<file path="config.mk">
export PLATFORM = sky130hd
export DESIGN_NAME = nexys_starship_hazard_gen
export DESIGN_NICKNAME = d
export VERILOG_FILES = /design/src/rtl/nexys_starship_pkg.sv /design/src/rtl/nexys_starship_lfsr16.sv /design/src/rtl/nexys_starship_hazard_gen.sv
export SDC_FILE = /design/constraint.sdc
export NUM_CORES = 1
export LEC_CHECK = 0
export ABC_CLOCK_PERIOD_IN_PS = 4600
export BUFFER_PORTS_ARGS = -buffer_cell sky130_fd_sc_hd__buf_2
export CAP_MARGIN = 20
export CORE_MARGIN = 2
export CORE_UTILIZATION = 60
export DETAILED_ROUTE_END_ITERATION = 10
export PLACE_DENSITY = 0.9
export SLEW_MARGIN = 25
export SYNTH_ARGS = -nofsm -noshare
export SYNTH_HDL_FRONTEND = slang
export SYNTH_SLANG_ARGS = --single-unit
</file>
<file path="constraint.sdc">
create_clock -name timer_clk -period 4.6 [get_ports timer_clk]
set_input_delay 1.15 -clock timer_clk [delete_from_list [all_inputs] [get_ports timer_clk]]
set_output_delay 1.15 -clock timer_clk [all_outputs]
set_load 0.005 [all_outputs]
</file>
<file path="src/rtl/nexys_starship_pkg.sv">
// Shared definitions for the Nexys Starship hazard scheduler and the station
// controllers it drives.
`timescale 1ns/1ps
package nexys_starship_pkg;

    typedef enum logic [1:0] {
        HG_IDLE  = 2'd0,
        HG_COUNT = 2'd1,
        HG_FIRE  = 2'd2
    } hg_state_t;

    localparam logic [15:0] LFSR_TAPS             = 16'hB400;
    localparam logic [15:0] DEF_LFSR_SEED         = 16'hACE1;
    localparam logic [7:0]  DEF_BASE_INTERVAL     = 8'd40;
    localparam logic [7:0]  DEF_MIN_INTERVAL      = 8'd8;
    localparam logic [7:0]  DEF_RAMP_STEP         = 8'd4;
    localparam int          DEF_RAMP_EVENTS       = 4;

    // Station bit positions within station_random / broken_status.
    localparam int STATION_LR = 0;
    localparam int STATION_RR = 1;
    localparam int STATION_UR = 2;
    localparam int STATION_DR = 3;

    // Countdown load: interval plus 0..7 cycles of jitter, clamped to 8 bits.
    function automatic logic [7:0] countdown_load(input logic [7:0] interval,
                                                  input logic [2:0] jitter);
        logic [8:0] sum;
        sum = {1'b0, interval} + {6'b0, jitter};
        return sum[8] ? 8'hFF : sum[7:0];
    endfunction

endpackage

</file>
<file path="src/rtl/nexys_starship_lfsr16.sv">
// 16-bit Galois LFSR; reload has priority over advance.
`timescale 1ns/1ps
module nexys_starship_lfsr16
    import nexys_starship_pkg::*;
#(
    parameter logic [15:0] RESET_VALUE = DEF_LFSR_SEED
) (
    input  logic        timer_clk,
    input  logic        Reset,
    input  logic        enable,
    input  logic        load,
    input  logic [15:0] seed,
    output logic [15:0] state
);

    // Shift right, folding the taps in whenever a one falls out of bit 0.
    always_ff @(posedge timer_clk or posedge Reset) begin
        if (Reset) begin
            state <= RESET_VALUE;
        end else if (load) begin
            state <= seed;
        end else if (enable) begin
            state <= {1'b0, state[15:1]} ^ (state[0] ? LFSR_TAPS : 16'h0000);
        end
    end

endmodule

</file>
<file path="src/rtl/nexys_starship_hazard_gen.sv">
// Hazard scheduler: times station breakdowns, picks the struck station and its
// repair code, and ramps difficulty as hazards accumulate.
//
// state    | meaning
// ---------+-------------------------------------------------------------
// HG_IDLE  | game not running; everything held at its starting value
// HG_COUNT | counting down to the next hazard
// HG_FIRE  | one cycle: strike an unbroken station (if any) and reload
`timescale 1ns/1ps
module nexys_starship_hazard_gen
    import nexys_starship_pkg::*;
#(
    parameter logic [15:0] LFSR_SEED     = DEF_LFSR_SEED,
    parameter logic [7:0]  BASE_INTERVAL = DEF_BASE_INTERVAL,
    parameter logic [7:0]  MIN_INTERVAL  = DEF_MIN_INTERVAL,
    parameter logic [7:0]  RAMP_STEP     = DEF_RAMP_STEP,
    parameter int          RAMP_EVENTS   = DEF_RAMP_EVENTS
) (
    input  logic       timer_clk,
    input  logic       Reset,
    input  logic       play_flag,
    input  logic       gameover_ctrl,
    input  logic [3:0] broken_status,
    output logic [3:0] station_random,
    output logic [3:0] random_hex,
    output logic [2:0] hazard_level,
    output logic       q_HG_Idle,
    output logic       q_HG_Count,
    output logic       q_HG_Fire
);

    hg_state_t   state_q, state_d;
    logic [7:0]  countdown_q;
    logic [7:0]  interval_q;
    logic [7:0]  interval_next;
    logic [7:0]  events_q;
    logic [7:0]  events_inc;
    logic [2:0]  level_q;
    logic [3:0]  hex_q;
    logic [3:0]  fire_hex;
    logic [15:0] lfsr;
    logic        lfsr_unused;
    logic        fire_ok;
    logic        ramp;
    logic [1:0]  target;
    logic [1:0]  idx;
    logic [8:0]  ramp_floor;

    nexys_starship_lfsr16 #(
        .RESET_VALUE(LFSR_SEED)
    ) u_lfsr (
        .timer_clk(timer_clk),
        .Reset    (Reset),
        .enable   (state_q != HG_IDLE),
        .load     (state_d == HG_IDLE),
        .seed     (LFSR_SEED),
        .state    (lfsr)
    );

    // Only the candidate, code and jitter fields of the LFSR are consumed.
    assign lfsr_unused = ^{lfsr[15:11], lfsr[3:2]};

    // Next-state decode plus station selection for the fire cycle.
    always_comb begin
        state_d = state_q;
        fire_ok = 1'b0;
        target  = lfsr[1:0];
        idx     = lfsr[1:0];
        // Walk downward so the nearest unbroken station above the candidate wins.
        for (int k = 3; k >= 0; k--) begin
            idx = lfsr[1:0] + 2'(k);
            if (!broken_status[idx]) begin
                target = idx;
            end
        end
        unique case (state_q)
            HG_IDLE: begin
                if (play_flag && !gameover_ctrl) state_d = HG_COUNT;
            end
            HG_COUNT: begin
                if (gameover_ctrl)             state_d = HG_IDLE;
                else if (countdown_q == 8'd0)  state_d = HG_FIRE;
            end
            HG_FIRE: begin
                if (gameover_ctrl) begin
                    state_d = HG_IDLE;
                end else begin
                    state_d = HG_COUNT;
                    fire_ok = ~&broken_status;
                end
            end
            default: state_d = HG_IDLE;
        endcase
    end

    // Repair code and difficulty ramp derived from the current fire decision.
    always_comb begin
        fire_hex      = (lfsr[7:4] == 4'h0) ? 4'h1 : lfsr[7:4];
        events_inc    = events_q + 8'd1;
        ramp          = fire_ok && (events_inc == 8'(RAMP_EVENTS));
        ramp_floor    = {1'b0, MIN_INTERVAL} + {1'b0, RAMP_STEP};
        interval_next = interval_q;
        if (ramp) begin
            interval_next = ({1'b0, interval_q} >= ramp_floor) ? (interval_q - RAMP_STEP)
                                                               : MIN_INTERVAL;
        end
    end

    // State register.
    always_ff @(posedge timer_clk or posedge Reset) begin
        if (Reset) state_q <= HG_IDLE;
        else       state_q <= state_d;
    end

    // Countdown, interval, event count, level and held repair code.
    always_ff @(posedge timer_clk or posedge Reset) begin
        if (Reset) begin
            countdown_q <= 8'd0;
            interval_q  <= BASE_INTERVAL;
            events_q    <= 8'd0;
            level_q     <= 3'd0;
            hex_q       <= 4'h0;
        end else if (state_d == HG_IDLE) begin
            countdown_q <= 8'd0;
            interval_q  <= BASE_INTERVAL;
            events_q    <= 8'd0;
            level_q     <= 3'd0;
            hex_q       <= 4'h0;
        end else begin
            if (state_d == HG_COUNT && state_q != HG_COUNT) begin
                countdown_q <= countdown_load(interval_next, lfsr[10:8]);
            end else if (state_q == HG_COUNT && countdown_q != 8'd0) begin
                countdown_q <= countdown_q - 8'd1;
            end
            if (fire_ok) begin
                hex_q <= fire_hex;
                if (ramp) begin
                    events_q   <= 8'd0;
                    interval_q <= interval_next;
                    level_q    <= (level_q == 3'd7) ? 3'd7 : level_q + 3'd1;
                end else begin
                    events_q   <= events_inc;
                end
            end
        end
    end

    // Strobe and the new code appear together during the fire cycle itself.
    assign station_random = fire_ok ? (4'b0001 << target) : 4'b0000;
    assign random_hex     = fire_ok ? fire_hex : hex_q;
    assign hazard_level   = level_q;
    assign q_HG_Idle      = (state_q == HG_IDLE);
    assign q_HG_Count     = (state_q == HG_COUNT);
    assign q_HG_Fire      = (state_q == HG_FIRE);

endmodule

</file>
Word-level counts from Yosys, hierarchy flattened --
Cells that the tools add are included.
Word-level totals: bits in writable memories 0, memories 0, ROM bits 0, output and inout bits 14, bits in registers 49, input bits 8, word-level logic and storage cells 88, latch bits 0
Operators by class: div/mod/pow operators 0, $add $sub $neg 8, order comparisons 5, $mul 0, shift operators 1, mux-type cells 42, bitwise logic cells 1, eq/ne operators 6, reduce and logical (&&, ||, !) cells 18
Operators by type and width (number):
- $mux 8 | 12
- $mux 16 | 3
- $mux 4 | 4
- $xor 15x16->16 | 1
- $mux 2 | 7
- $lt 2x3->1 const B | 4
- $mux 3 | 4
- $add 8x3->9 | 1
- $add 8x1->8 const B | 1
- $bmux 1 s2 | 4
- $eq 8x3->1 const B | 1
- $ge 8x4->1 const B | 1
- $logic_not 8->1 | 1
- $reduce_bool 2->1 | 4
- $reduce_bool 8->1 | 1
- $sub 8x1->8 const B | 1
- $sub 8x3->8 const B | 1
- $mux 1 | 7
- $pmux 2 s3 | 1
- $add 2x2->2 const B | 2
- $eq 2x1->1 const B | 2
- $logic_and 1x1->1 | 4
- $logic_not 2->1 | 2
- $logic_not 4->1 | 1
- 10 further kinds | 11

Longest topological paths before layout --
depth after elaboration 10, mapped depth 15

Hierarchy --
A second synthesis with hierarchy kept.
Second synthesis, totals: cells, all modules 325, area, all modules 3015.4 µm²
Modules (own cells, without submodules):
- nexys_starship_hazard_gen | instances 1, seq. area each 828.3 µm², area each 2207.1 µm², cells each 250
- nexys_starship_lfsr16 | instances 1, seq. area each 410.4 µm², area each 808.3 µm², cells each 75

Worst setup path before layout --
No wires, ideal clock.
kind in2reg, start point input port gameover_ctrl, end point register countdown_q[5], buffers on the path 2, stages 13, required time 4.496 ns, setup time 0.104 ns, arrival time 3.728 ns, setup slack 0.768 ns, cell sequence nor3b_2 -> and4_1 -> o2111ai_4 -> buf_2 -> clkbuf_1 -> o21ai_0 -> inv_1 -> ha_1 -> a21o_1 -> a21oi_1 -> nor2_1 -> xor2_1 -> a221oi_1
Between the ends: cells in the longest elaborated chain, start to end 8
RTL lines:
- start: declaration | RTL line nexys_starship_hazard_gen.sv:22 | input logic gameover_ctrl,
- $mux 1 or $logic_not 1->1 (tied branches) | RTL line nexys_starship_hazard_gen.sv:85, nexys_starship_hazard_gen.sv:78
- $mux 1 or $logic_and 1x1->1 (tied branches) | RTL line nexys_starship_hazard_gen.sv:76, nexys_starship_hazard_gen.sv:78
- $logic_and 1x1->1 or $mux 2 (tied branches) | RTL line nexys_starship_hazard_gen.sv:100, nexys_starship_hazard_gen.sv:78
- $mux 8 or $pmux 2 s3 (tied branches) | RTL line nexys_starship_hazard_gen.sv:103, nexys_starship_hazard_gen.sv:76
- $add 8x3->9 or $eq 2x1->1 (tied branches) | RTL line nexys_starship_pkg.sv:29, nexys_starship_hazard_gen.sv:130
- $mux 8 or $logic_and 1x1->1 (tied branches) | RTL line nexys_starship_pkg.sv:30, nexys_starship_hazard_gen.sv:130
- $mux 8 | RTL line nexys_starship_hazard_gen.sv:130 | if (state_d == HG_COUNT && state_q != HG_COUNT) begin
- $mux 8 | RTL line nexys_starship_hazard_gen.sv:123 | end else if (state_d == HG_IDLE) begin
- end signal: assignment | RTL line nexys_starship_hazard_gen.sv:131 | countdown_q <= countdown_load(interval_next, lfsr[10:8]);
- end signal: assignment | RTL line nexys_starship_hazard_gen.sv:133 | countdown_q <= countdown_q - 8'd1;
- end: declaration | RTL line nexys_starship_hazard_gen.sv:33 | logic [7:0] countdown_q;
Parallel ways exist; a longest one is shown, timed or not. A chain may end at the register's enable or synchronous reset.

Worst setup path in the final report --
Ends and elaborated chain as after synthesis.

==> results.toml <==
[setup_path]
r2r.worst_path.cells = 13
critPathKind = "in -> reg"
crit_slowest_cell = "o21ai_0"
crit_required_ns = 4.81
critPathArrivalTime_ns = 3.75
path_max_fanout = 5
endpoint_kind = "flip-flop"
path_cells = "buf_2 > nor3b_2 > and4_1 > o2111ai_4 > o21ai_0 > inv_1 > ha_1 > a21o_1 > a21oi_1 > nor2_1 > xor2_1 > a221oi_1"
critPathLaunchType = "input pin"
slowest_delay_ns = 0.40

[synthesis]
syn_avg_cell_area_um2 = 8.803
synth_xor_area_frac = 0.05021
synth_nets = 353
synth_compound_area_frac = 0.1800
synth_area_leaders = "dfrtp_1 (33%), dfstp_2 (8.9%), nand2_1 (7.8%)"
synth_flop_cell = "dfrtp_1"
netlist_instances = 334
yosys.area_share.adder = 0.04936
synth_common_cells = "nand2_1 (61), dfrtp_1 (39), o21ai_0 (22)"
syn-cell-area_mm2 = 0.002940
synth-simple-area-share = 0.2332
async_flop_share = 1.000
yosys-mux-area-fraction = 0.01404
yosysTopAreaCell = "dfrtp_1"
yosys_warnings = 0
yosys.cell_count.top_type = "nand2_1"
synth_cell_types = 57
ys_seq_area_frac = 0.4213
synth_edf_count = 0
synth_top_family_by_area = "simple AND/OR/NAND/NOR gates"
synth_top_area_frac = 0.3319
synth-seq-cells = 49

[timing]
finalHoldViolations = 0
finClkSkew_ns = 0.01052
max_slew.worst_pin.slew_ns = 0.8574
maxSlewHeadroom = 0.4284
min_period_ns = 3.538
setup_viol = 0
holdWs_ns = 0.5059
max_freq_mhz = 282.6
finalSetupTns_ns = 0
finalCritPeriodShare = 0.7691
rsz0062_at_grt = "false"
slew_violations = 0

[layout]
final_nets = 369
syn_to_final_growth_pct = 7.532
fin_cells = 418
nFillCells = 361
drive_gt1_frac = 0.1567
stdcell_area_mm2 = 0.003162
n_antenna_cell = 0

[placement]
dp_cells = 410
gp_congestion = 0.8524
dpl_cell_area_mm2 = 0.003070
dpl.hpwl_mm = 4.167
port_buffers = 21

[routing]
wl_per_cell_um = 14.07
top_layer = "met4"
wl_met2_mm = 2.931
drtIter0Drc = 155
ant_nets = 0
wl_met1_mm = 2.701
drt_first_pass_iters = 4
vias = 2413
met3_length_um = 193
drc = 0
via_per_inst = 5.773
wl_mm = 5.883

[power_and_ir_drop]
pwr-share-comb = 0.212
powerDensity_mw_per_mm2 = 304.5
power_frac_seq = 0.523
p_leak_nw = 1.459
p_sw_mw = 0.3070
swShare = 0.3189
p_int_mw = 0.6557
irDropWorstVdd_uv = 221.9
pwr-share-clk = 0.265

[clock_network]
cts_buffer_depth = 2
clk_latency_ns = 0.31
post_cts_buffers = 0
cts_tree = "done"
cts_made_buffers = 5
h-tree-depth = 2
cts.clk_slew.worst_paths_ns = 0.09
clockRootBuffer = "clkbuf_8"
cts_resized = 0
postCtsHoldBufs = 0
cts.sinks = 49

[floorplanning]
num_io_pins = 22
start_util = 0.6225
die_y_um = 74.01
core-area_mm2 = 0.004723
die_x_um = 74.01
rows = 25
die_area_mm2 = 0.005477

[global_routing]
antenna_found_initial = 0
grt_max_degree = 50
grt_pass1_vias = 2195
grt_pass1_wl_mm = 10.06
grt-ovfl-total = 0
grtUsageTotal = 0.2384

[worst_hold_path]
hold_depth = 2
hp-class = "reg -> reg"

[flow_run]
drv_cap = 0

[status]
outcome = "completed"
[cells by family (layout without fill, tap and decap cells)]
kind of cell / Yosys count / count (layout)
AO/OA/AOI/OAI: 77 / 77
XOR/XNOR: 16 / 16
adder cells (fa/ha/maj): 11 / 11
buffers and inverters: 34 / 51
flip-flops: 49 / 49
multiplexers: 4 / 4
AND/OR/NAND/NOR: 143 / 143
[sequential cells by signal, indices dropped and copies added, names as in the netlist]
register and count:
u_lfsr.state 16, countdown_q 8, events_q 8, interval_q 8, hex_q 4, hazard_level 3
state_q 2
[worst max-delay path: cells and delay by family]
kind,cells,cell delay (ns)
and+or+nand+nor,3,0.64
AOI/OAI and AO/OA,5,1.31
buffers and inverters,2,0.21
xor gates and xnor gates,1,0.15
adders and majority gates,1,0.28
[routing by layer]
layer / track usage / vias to the layer above
met2: 0.3859 / 39
met3: 0.04607 / 5
li1: - / 1190
met5: 0 / -
met4: 0.07677 / 0
met1: 0.3265 / 1179
[power groups by stage]
stage | Sequential [mW] | Clock (mW) | Combinational (mW)
2_1_floorplan | 0.495 | 0 | 0.164
3_3_place_gp | 0.509 | 0 | 0.197
3_5_place_dp | 0.510 | 0 | 0.203
4_1_cts | 0.503 | 0.266 | 0.204
5_1_grt | 0.508 | 0.283 | 0.230
6_report | 0.503 | 0.255 | 0.204
[placed cells by master (no fill, tap or decap), types with 3 or more instances in the layout]
cell and n:
ha_1 10, nor4_1 3, and2_1 10, xnor2_1 9, xor2_1 6, nand2_1 61
dfstp_2 10, o21a_1 3, o21ai_0 22, mux2i_1 3, nor2_1 21, nand3_1 15
nand4_1 4, nor2b_1 3, clkbuf_8 5, inv_1 18, nor3_1 11, buf_2 21
buf_4 3, a211oi_1 3, dfrtp_1 39, a21oi_1 17, a21o_1 3, a221oi_1 4
[layout make-up]
class	count	area (µm²)	share of cell area
Tap cell	67	83.83	0.02651
Sequential cell	49	1239	0.3918
Timing Repair Buffer	24	127.6	0.04036
Inverter	19	72.57	0.02295
Clock buffer	5	68.82	0.02176
Clock inverter	3	21.27	0.006727
Multi-Input combinational cell	251	1549	0.4899
[path summary, 6_finish.rpt]
path	from	to	slack, ns
hold / removal	u_lfsr.state[11]$_DFFE_PP1P_	u_lfsr.state[11]$_DFFE_PP1P_	0.51
min in group asynchronous	Reset	hex_q[2]$_DFF_PP0_	0.96
hold reg to reg	u_lfsr.state[11]$_DFFE_PP1P_	u_lfsr.state[11]$_DFFE_PP1P_	0.51
max in group asynchronous	Reset	countdown_q[0]$_DFFE_PP0P_	3.14
setup reg to reg	events_q[0]$_DFFE_PP0P_	countdown_q[2]$_DFFE_PP0P_	1.24
setup / recovery	gameover_ctrl	countdown_q[5]$_DFFE_PP0P_	1.06
[through the flow]
| step | util | power, mW | setup WS [ns] |
|---|---|---|---|
| 6_report | 0.6694 | 0.9627 | 1.062 |
| 5_1_grt | 0.6694 | 1.022 | 0.8365 |
| 4_1_cts | 0.6691 | 0.9726 | 1.062 |
| 3_5_place_dp | 0.6501 | 0.7130 | 0.6950 |
| 3_3_place_gp | 0.6501 | 0.7056 | 0.8648 |
| 2_1_floorplan | - | 0.6596 | 0.7683 |
No activity file was read; power rests on OpenSTA's default activity.
